`src/rtl/dmem_responder_if.sv`:
```
// Processor data-port bus between a requester and dmem_responder.
// The master drives request fields; the slave returns data and status.
interface dmem_responder_if #(
  parameter int ADDR_W = 5,
  parameter int DATA_W = 16
);
  logic              req;
  logic              we;
  logic [ADDR_W-1:0] addr;
  logic [DATA_W-1:0] din;
  logic [DATA_W-1:0] dout;
  logic              ready;
  logic              busy;
  logic              err;

  modport master (
    output req, we, addr, din,
    input  dout, ready, busy, err
  );

  modport slave (
    input  req, we, addr, din,
    output dout, ready, busy, err
  );
endinterface

```
`src/rtl/dmem_responder.sv`:
```
// Wait-state data memory responder: IDLE -> WAIT -> RESP, one access per request.
// Optional even-parity protection of each word is enabled with macro DMEM_PARITY_EN.
module dmem_responder #(
  parameter int ADDR_W      = 5,
  parameter int DATA_W      = 16,
  parameter int WAIT_CYCLES = 2
) (
  input  logic            clk,
  input  logic            reset,
  dmem_responder_if.slave bus
);

  localparam int         DEPTH   = 1 << ADDR_W;
  localparam logic [3:0] LP_WAIT = 4'(WAIT_CYCLES);
`ifdef DMEM_PARITY_EN
  localparam int         MEM_W   = DATA_W + 1;
`else
  localparam int         MEM_W   = DATA_W;
`endif

  typedef enum logic [1:0] {
    S_IDLE = 2'd0,
    S_WAIT = 2'd1,
    S_RESP = 2'd2
  } state_t;

  state_t              r_state;
  logic [3:0]          r_cnt;
  logic                r_we;
  logic [ADDR_W-1:0]   r_addr;
  logic [DATA_W-1:0]   r_din;
  logic [DATA_W-1:0]   r_dout;
  logic                r_ready;
  logic                r_busy;
  logic [MEM_W-1:0]    r_mem [DEPTH];

  logic                w_accept;
  logic                w_enter_resp;
  logic                w_acc_we;
  logic [ADDR_W-1:0]   w_acc_addr;
  logic [DATA_W-1:0]   w_acc_din;
  logic [MEM_W-1:0]    w_rd_word;
  logic [MEM_W-1:0]    w_wr_word;

  function automatic logic f_parity(input logic [DATA_W-1:0] d);
    return ^d;
  endfunction

  assign w_accept     = (r_state == S_IDLE) && bus.req;
  assign w_enter_resp = (w_accept && (WAIT_CYCLES == 0)) ||
                        ((r_state == S_WAIT) && (r_cnt == 4'd1));

  // With zero wait states the access happens on the accepting edge itself,
  // before the request fields have been latched, so take them from the bus.
  assign w_acc_we   = (r_state == S_IDLE) ? bus.we   : r_we;
  assign w_acc_addr = (r_state == S_IDLE) ? bus.addr : r_addr;
  assign w_acc_din  = (r_state == S_IDLE) ? bus.din  : r_din;
  assign w_rd_word  = r_mem[w_acc_addr];

`ifdef DMEM_PARITY_EN
  assign w_wr_word = {f_parity(w_acc_din), w_acc_din};
`else
  assign w_wr_word = w_acc_din;
`endif

  // Array contents survive reset; an aborted transaction never reaches here.
  always_ff @(posedge clk) begin
    if (!reset && w_enter_resp && w_acc_we) begin
      r_mem[w_acc_addr] <= w_wr_word;
    end
  end

  always_ff @(posedge clk) begin
    if (reset) begin
      r_state <= S_IDLE;
      r_cnt   <= 4'd0;
      r_dout  <= '0;
      r_ready <= 1'b0;
      r_busy  <= 1'b0;
    end else begin
      r_ready <= w_enter_resp;
      if (w_enter_resp) begin
        r_dout <= w_acc_we ? w_acc_din : w_rd_word[DATA_W-1:0];
      end
      case (r_state)
        S_IDLE: begin
          if (bus.req) begin
            r_we    <= bus.we;
            r_addr  <= bus.addr;
            r_din   <= bus.din;
            r_cnt   <= LP_WAIT;
            r_busy  <= 1'b1;
            r_state <= (WAIT_CYCLES == 0) ? S_RESP : S_WAIT;
          end
        end
        S_WAIT: begin
          r_cnt <= r_cnt - 4'd1;
          if (r_cnt == 4'd1) begin
            r_state <= S_RESP;
          end
        end
        S_RESP: begin
          r_state <= S_IDLE;
          r_busy  <= 1'b0;
        end
        default: begin
          r_state <= S_IDLE;
          r_busy  <= 1'b0;
        end
      endcase
    end
  end

`ifdef DMEM_PARITY_EN
  logic r_err;

  // err is only meaningful alongside ready, so it drops again after RESP.
  always_ff @(posedge clk) begin
    if (reset) begin
      r_err <= 1'b0;
    end else begin
      r_err <= w_enter_resp && !w_acc_we &&
               (f_parity(w_rd_word[DATA_W-1:0]) != w_rd_word[DATA_W]);
    end
  end

  assign bus.err = r_err;
`else
  assign bus.err = 1'b0;
`endif

  assign bus.dout  = r_dout;
  assign bus.ready = r_ready;
  assign bus.busy  = r_busy;

endmodule

```
`src/flat_wrapper.sv`:
```
// flat-port wrapper written by rule: the top's interface ports become plain ports
module dmem_responder_flat 
#(
  parameter int ADDR_W      = 5,
  parameter int DATA_W      = 16,
  parameter int WAIT_CYCLES = 2
)
  (clk, reset, bus_req, bus_we, bus_addr, bus_din, bus_dout, bus_ready, bus_busy, bus_err);
  dmem_responder_if #(.ADDR_W(ADDR_W), .DATA_W(DATA_W)) bus_i ();
  input  logic clk;
  input  logic reset;
  input wire logic [$bits(bus_i.req)-1:0] bus_req;
  input wire logic [$bits(bus_i.we)-1:0] bus_we;
  input wire logic [$bits(bus_i.addr)-1:0] bus_addr;
  input wire logic [$bits(bus_i.din)-1:0] bus_din;
  output wire logic [$bits(bus_i.dout)-1:0] bus_dout;
  output wire logic [$bits(bus_i.ready)-1:0] bus_ready;
  output wire logic [$bits(bus_i.busy)-1:0] bus_busy;
  output wire logic [$bits(bus_i.err)-1:0] bus_err;
  assign bus_i.req = bus_req;
  assign bus_i.we = bus_we;
  assign bus_i.addr = bus_addr;
  assign bus_i.din = bus_din;
  assign bus_dout = bus_i.dout;
  assign bus_ready = bus_i.ready;
  assign bus_busy = bus_i.busy;
  assign bus_err = bus_i.err;
  dmem_responder #(.ADDR_W(ADDR_W), .DATA_W(DATA_W), .WAIT_CYCLES(WAIT_CYCLES)) u_core (.clk(clk), .reset(reset), .bus(bus_i));
endmodule
```
`config.mk`:
```
export PLATFORM = sky130hd
export DESIGN_NAME = dmem_responder_flat
export DESIGN_NICKNAME = d
export VERILOG_FILES = /design/src/rtl/dmem_responder_if.sv /design/src/rtl/dmem_responder.sv /design/src/flat_wrapper.sv
export SDC_FILE = /design/constraint.sdc
export NUM_CORES = 1
export LEC_CHECK = 0
export ABC_AREA = 1
export ABC_CLOCK_PERIOD_IN_PS = 3100
export BUFFER_PORTS_ARGS = -buffer_cell sky130_fd_sc_hd__buf_4
export CORE_UTILIZATION = 60
export CTS_BUF_LIST = sky130_fd_sc_hd__clkbuf_8
export DETAILED_ROUTE_END_ITERATION = 10
export PLACE_DENSITY = 0.77
export SLEW_MARGIN = 20
export SYNTH_ARGS = -nofsm -noshare
export SYNTH_HDL_FRONTEND = slang
export SYNTH_SLANG_ARGS = --single-unit
```
`constraint.sdc`:
```
create_clock -name clk -period 3.1 [get_ports clk]
set_input_delay 0.31 -clock clk [delete_from_list [all_inputs] [get_ports clk]]
set_output_delay 0.31 -clock clk [all_outputs]
set_load 0.01 [all_outputs]
```
Yosys cells after proc, flatten, opt, wreduce, memory -nomap -nowiden --
Memories as Yosys holds them, arrays and structs flattened. A register that Yosys moved wholly into a read port is not among the register bits. Index checks and enable logic that the tools add are counted.
Operators by class: add/subtract/negate cells 1, eq/ne operators 4, multiplexer cells 12, bitwise operators 2, reductions and logical operators 10
Operators by type and width (count):
- 2-to-1 mux 16 bit | 1
- one-hot mux 4 bit (2 select lines) | 1
- AND reduction 2 bit | 3
- 2-to-1 mux 5 bit | 1
- == test 4 x 1 -> 1 bit (second input constant) | 1
- 2-to-1 mux 1 bit | 4
- 2-to-1 mux 2 bit | 2
- 2-to-1 mux 4 bit | 1
- inequality test 2 bit (second input constant) | 2
- one-hot mux 2 bit (2 select lines) | 1
- subtractor 4 x 1 -> 4 bit (second input constant) | 1
- logical AND 1 bit | 3
- AND reduction 3 bit | 1
- == test 2 x 1 -> 1 bit (second input constant) | 1
- zero test 2 bit | 1
- inverter 1 bit | 2
- one-hot mux 1 bit (2 select lines) | 1
- nonzero test 2 bit | 1
- zero test 1 bit | 1
Word-level totals: bits in registers 30, bits in writable memories 512, bits of input ports 25, output and inout port bits 19, word-level logic and storage cells 37, memories kept 1
Memories:
- u_core.r_mem | words 32, width 16, read ports 1, clocked after Yosys merged registers in 1, write ports 1, line dmem_responder.sv:35 | logic [MEM_W-1:0] r_mem [DEPTH];

Logic depth before layout (Yosys ltp) --
depth after elaboration 6, depth in mapped cells 16, depth with buffers taken out 14

Worst setup path after synthesis --
OpenSTA, ideal clock, no wires.
path type flip-flop to flip-flop, from register u_core.r_state[1], to memory u_core.r_mem[10][0] (netlist name), enable pin, setup time 0.388 ns, data arrival time 2.218 ns, required time 2.712 ns, slack 0.494 ns, cell stages (with the launch flop) 8, path buffers 2, period minus slack after synthesis 2.606 ns, path through dfxtp_1 -> nor2_4 -> buf_6 -> nand2_1 -> a211oi_4 -> buf_6 -> nand3_2 -> nor2_1
Between the ends: longest elaborated chain between the ends 6, elaborated cells between the ends (all ways) 9, those cells by class eq/ne: 1; mux: 4; reduce/logical: 4
Ends and longest elaborated chain:
- start: declaration | line dmem_responder.sv:27 | state_t r_state;
- start signal: assignment | line dmem_responder.sv:93 | r_state <= (WAIT_CYCLES == 0) ? S_RESP : S_WAIT;
- == test 2 x 1 -> 1 bit | line dmem_responder.sv:51 | ((r_state == S_WAIT) && (r_cnt == 4'd1));
- logical AND 1 bit | line dmem_responder.sv:51
- logical AND 1 bit (2 in a row) | line dmem_responder.sv:68 | if (!reset && w_enter_resp && w_acc_we) begin
- 2-to-1 mux 1 bit | line dmem_responder.sv:68
- 2-to-1 mux 1 bit (implied by the code) | line dmem_responder.sv:69 | r_mem[w_acc_addr] <= w_wr_word;
- end: declaration | line dmem_responder.sv:35
Parallel ways exist; a longest one is shown, timed or not.

Worst setup path after layout --
from register u_core.r_state[0], to memory u_core.r_mem[28][3] (netlist name), enable pin
Same word-level chain as after synthesis.

==> flow_summary.ini <==
[finish]
nNetsFinal = 2493
fin_util_pct = 68.7
fillers = 2838
diodes = 0
drive_gt1_share_pct = 12.0
mostFrequentLayoutCell = nand2_1
layoutNonFillerInstCount = 3057
final_cell_mix = nand2_1, edfxtp_1, nand3_1, buf_4, inv_1
area_delta_synth_final_pct = 13.1
final_area_um2 = 27300

[power_and_ir_drop]
p_switching_mw = 4.52
power.density_nw_per_um2 = 615
power_frac_clock_pct = 35.8
ir_drop_uv = 419
swShare_pct = 27.0
power_mw = 16.8
p_int_mw = 12.3
pwr-share-comb_pct = 13.7
seq_power_share_pct = 50.4
p_leak_nw = 11.4

[yosys]
synth_area_per_cell_um2 = 10.2
synth_warnings = 0
syn_nets = 2382
synthesis.instances = 2355
syn_area_um2 = 24100
yosysSeqAreaShare_pct = 68.4
ys_types = 32
synth_seq_cells = 558

[worst_setup_path]
critPathKind = register to register
endpoint_kind = register
cp.arrival_ps = 3290
path_max_fanout = 23
r2r_start = u_core.r_state[0]
worstSetupStartpoint = u_core.r_state[0]
critical_path_required_ps = 3420
critPathLaunchType = register

[floorplan]
die_h_um = 203
die_area_um2 = 41000
coreArea_um2 = 39700
io-pin-count = 44
die_w_um = 203
placementRows = 73
start_util_pct = 60.7

[timing]
tightest_slew_ps = 1130
fin_skew_ps = 36.8
fin_ws_ps = 131
finalSetupTns_ps = 0
finalHoldViolCount = 0
max_freq_mhz = 337
period_needed_ps = 2970
finalMaxSlewViolations = 0
rsz0062_at_grt = false
finalSetupViolations = 0
max_slew_margin_pct = 24.5
hold_ws_ps = 53.9
fin_crit_sh_pct = 95.8

[global_routing]
met2_usage_pct = 48.5
grt_max_degree = 79
use_met1_pct = 40.6
grt_overflow = 0
grt_busiest_layer = met2
grt_pass1_vias = 17000
track_usage_pct = 30.8
gr-usage-met3_pct = 6.42
antenna_found_initial = 0
grt_pass1_wl_um = 95400

[clocking]
cts_buffers = 86
path_clk_slew_ps = 60
cts_num_sinks = 558
clk_path_buf_depth = 3
cts_root_buffer = clkbuf_8
insertion_delay_ps = 660
cts-htree-levels = 3
cts_tree = done

[placed_design]
hpwl_um = 36500
dpl_worst_slack_ps = 138
globalplace.congestion = 0.916
placed_area_um2 = 25300
dp_cells = 2874
port_buffers = 42

[routing]
drtIter0Drc = 1916
via_per_inst = 5.70
wl_per_cell_um = 20.4
dr.pass1.iters = 6
route.detailed.drc = 0
wl_um = 62400
dr_total_vias = 17400
drtAntennaViolNets = 0

[hold_path]
min-delay-path-class = input port to register
holdCritStartpoint = reset

[outcome]
outcome = complete, no violations

[run]
maxCapViolations = 0
-- layout make-up --
| type | count | area (µm²) | share of cell area [%] |
|---|---|---|---|
| clock buffer | 90 | 1240 | 4.54 |
| clock inverter | 64 | 429 | 1.57 |
| inverter | 70 | 268 | 0.981 |
| multi-input combinational | 1597 | 6750 | 24.7 |
| sequential | 558 | 16500 | 60.5 |
| tap | 525 | 657 | 2.41 |
| timing repair buffer | 153 | 1430 | 5.25 |
-- logic make-up after synthesis --
group           after synthesis  synth area share (%)
simple gates               1544                  26.2
flops                       558                  68.4
buf+inv                     200                  3.81
compound gates               48                  1.38
xor+xnor                      2                0.0726
fa+ha+maj                     2                 0.104
other cells                   1                0.0155
-- power groups by stage --
stage | sequential (mW) | combinational [mW] | clock [mW]
floorplan | 8.62 | 1.38 | 0
global placement | 8.62 | 2.15 | 0
detailed placement | 8.62 | 2.20 | 0
CTS | 8.46 | 2.24 | 6.03
global route | 8.46 | 2.49 | 6.35
finish | 8.46 | 2.30 | 6.01
-- sequential cells by signal, indices dropped and copies added, names as in the netlist --
register / flops
u_core.r_mem: 512
u_core.bus.dout: 16
u_core.r_din: 16
u_core.r_addr: 5
u_core.r_cnt: 4
u_core.r_state: 2
u_core.bus.busy: 1
u_core.bus.ready: 1
u_core.r_we: 1
-- metal layers --
layer | up-vias | part of all wire (%)
li1 | 8035 | -
met1 | 8211 | 38
met2 | 1019 | 47
met3 | 156 | 10
met4 | 0 | 4.8
met5 | - | 0
-- critical path, stage by stage, from the launching register on --
cell	delay [ps]
dfxtp_1	400
inv_1	70
nand2_2	410
nand2_1	190
a211oi_4	510
nand3_2	410
nor2_1	320
buf_4	290
-- synth_stat cells (all sizes together) --
master	instances	area, µm²
a211oi	2	27.5
nand3	265	1360
edfxtp	534	16000
nand2	1182	4450
dfxtp	24	480
ha	2	25.0
nor3	8	113
nor2	73	289
inv	70	265
or2	16	100
clkbuf	46	173
conb	1	3.75
a21oi	23	160
xor2	2	17.5
o21ai	23	145
buf	84	482
-- final timing paths --
kind,to,slack [ps],cells past startpoint
hold reg to reg,u_core.bus.busy,480,2
setup reg to reg,u_core.r_mem[28][3],130,7
setup / recovery,u_core.r_mem[28][3],130,7
hold / removal,u_core.r_cnt[1],50,2
-- repair_timing --
item | CTS | global route
buffers inserted | 0 | 6
endpoints found under the setup margin | 0 | 70
gates resized for setup | 0 | 2
endpoints found under the hold margin | 23 | 0
hold buffers | 23 | 0
No activity file was read; power rests on OpenSTA's default activity.
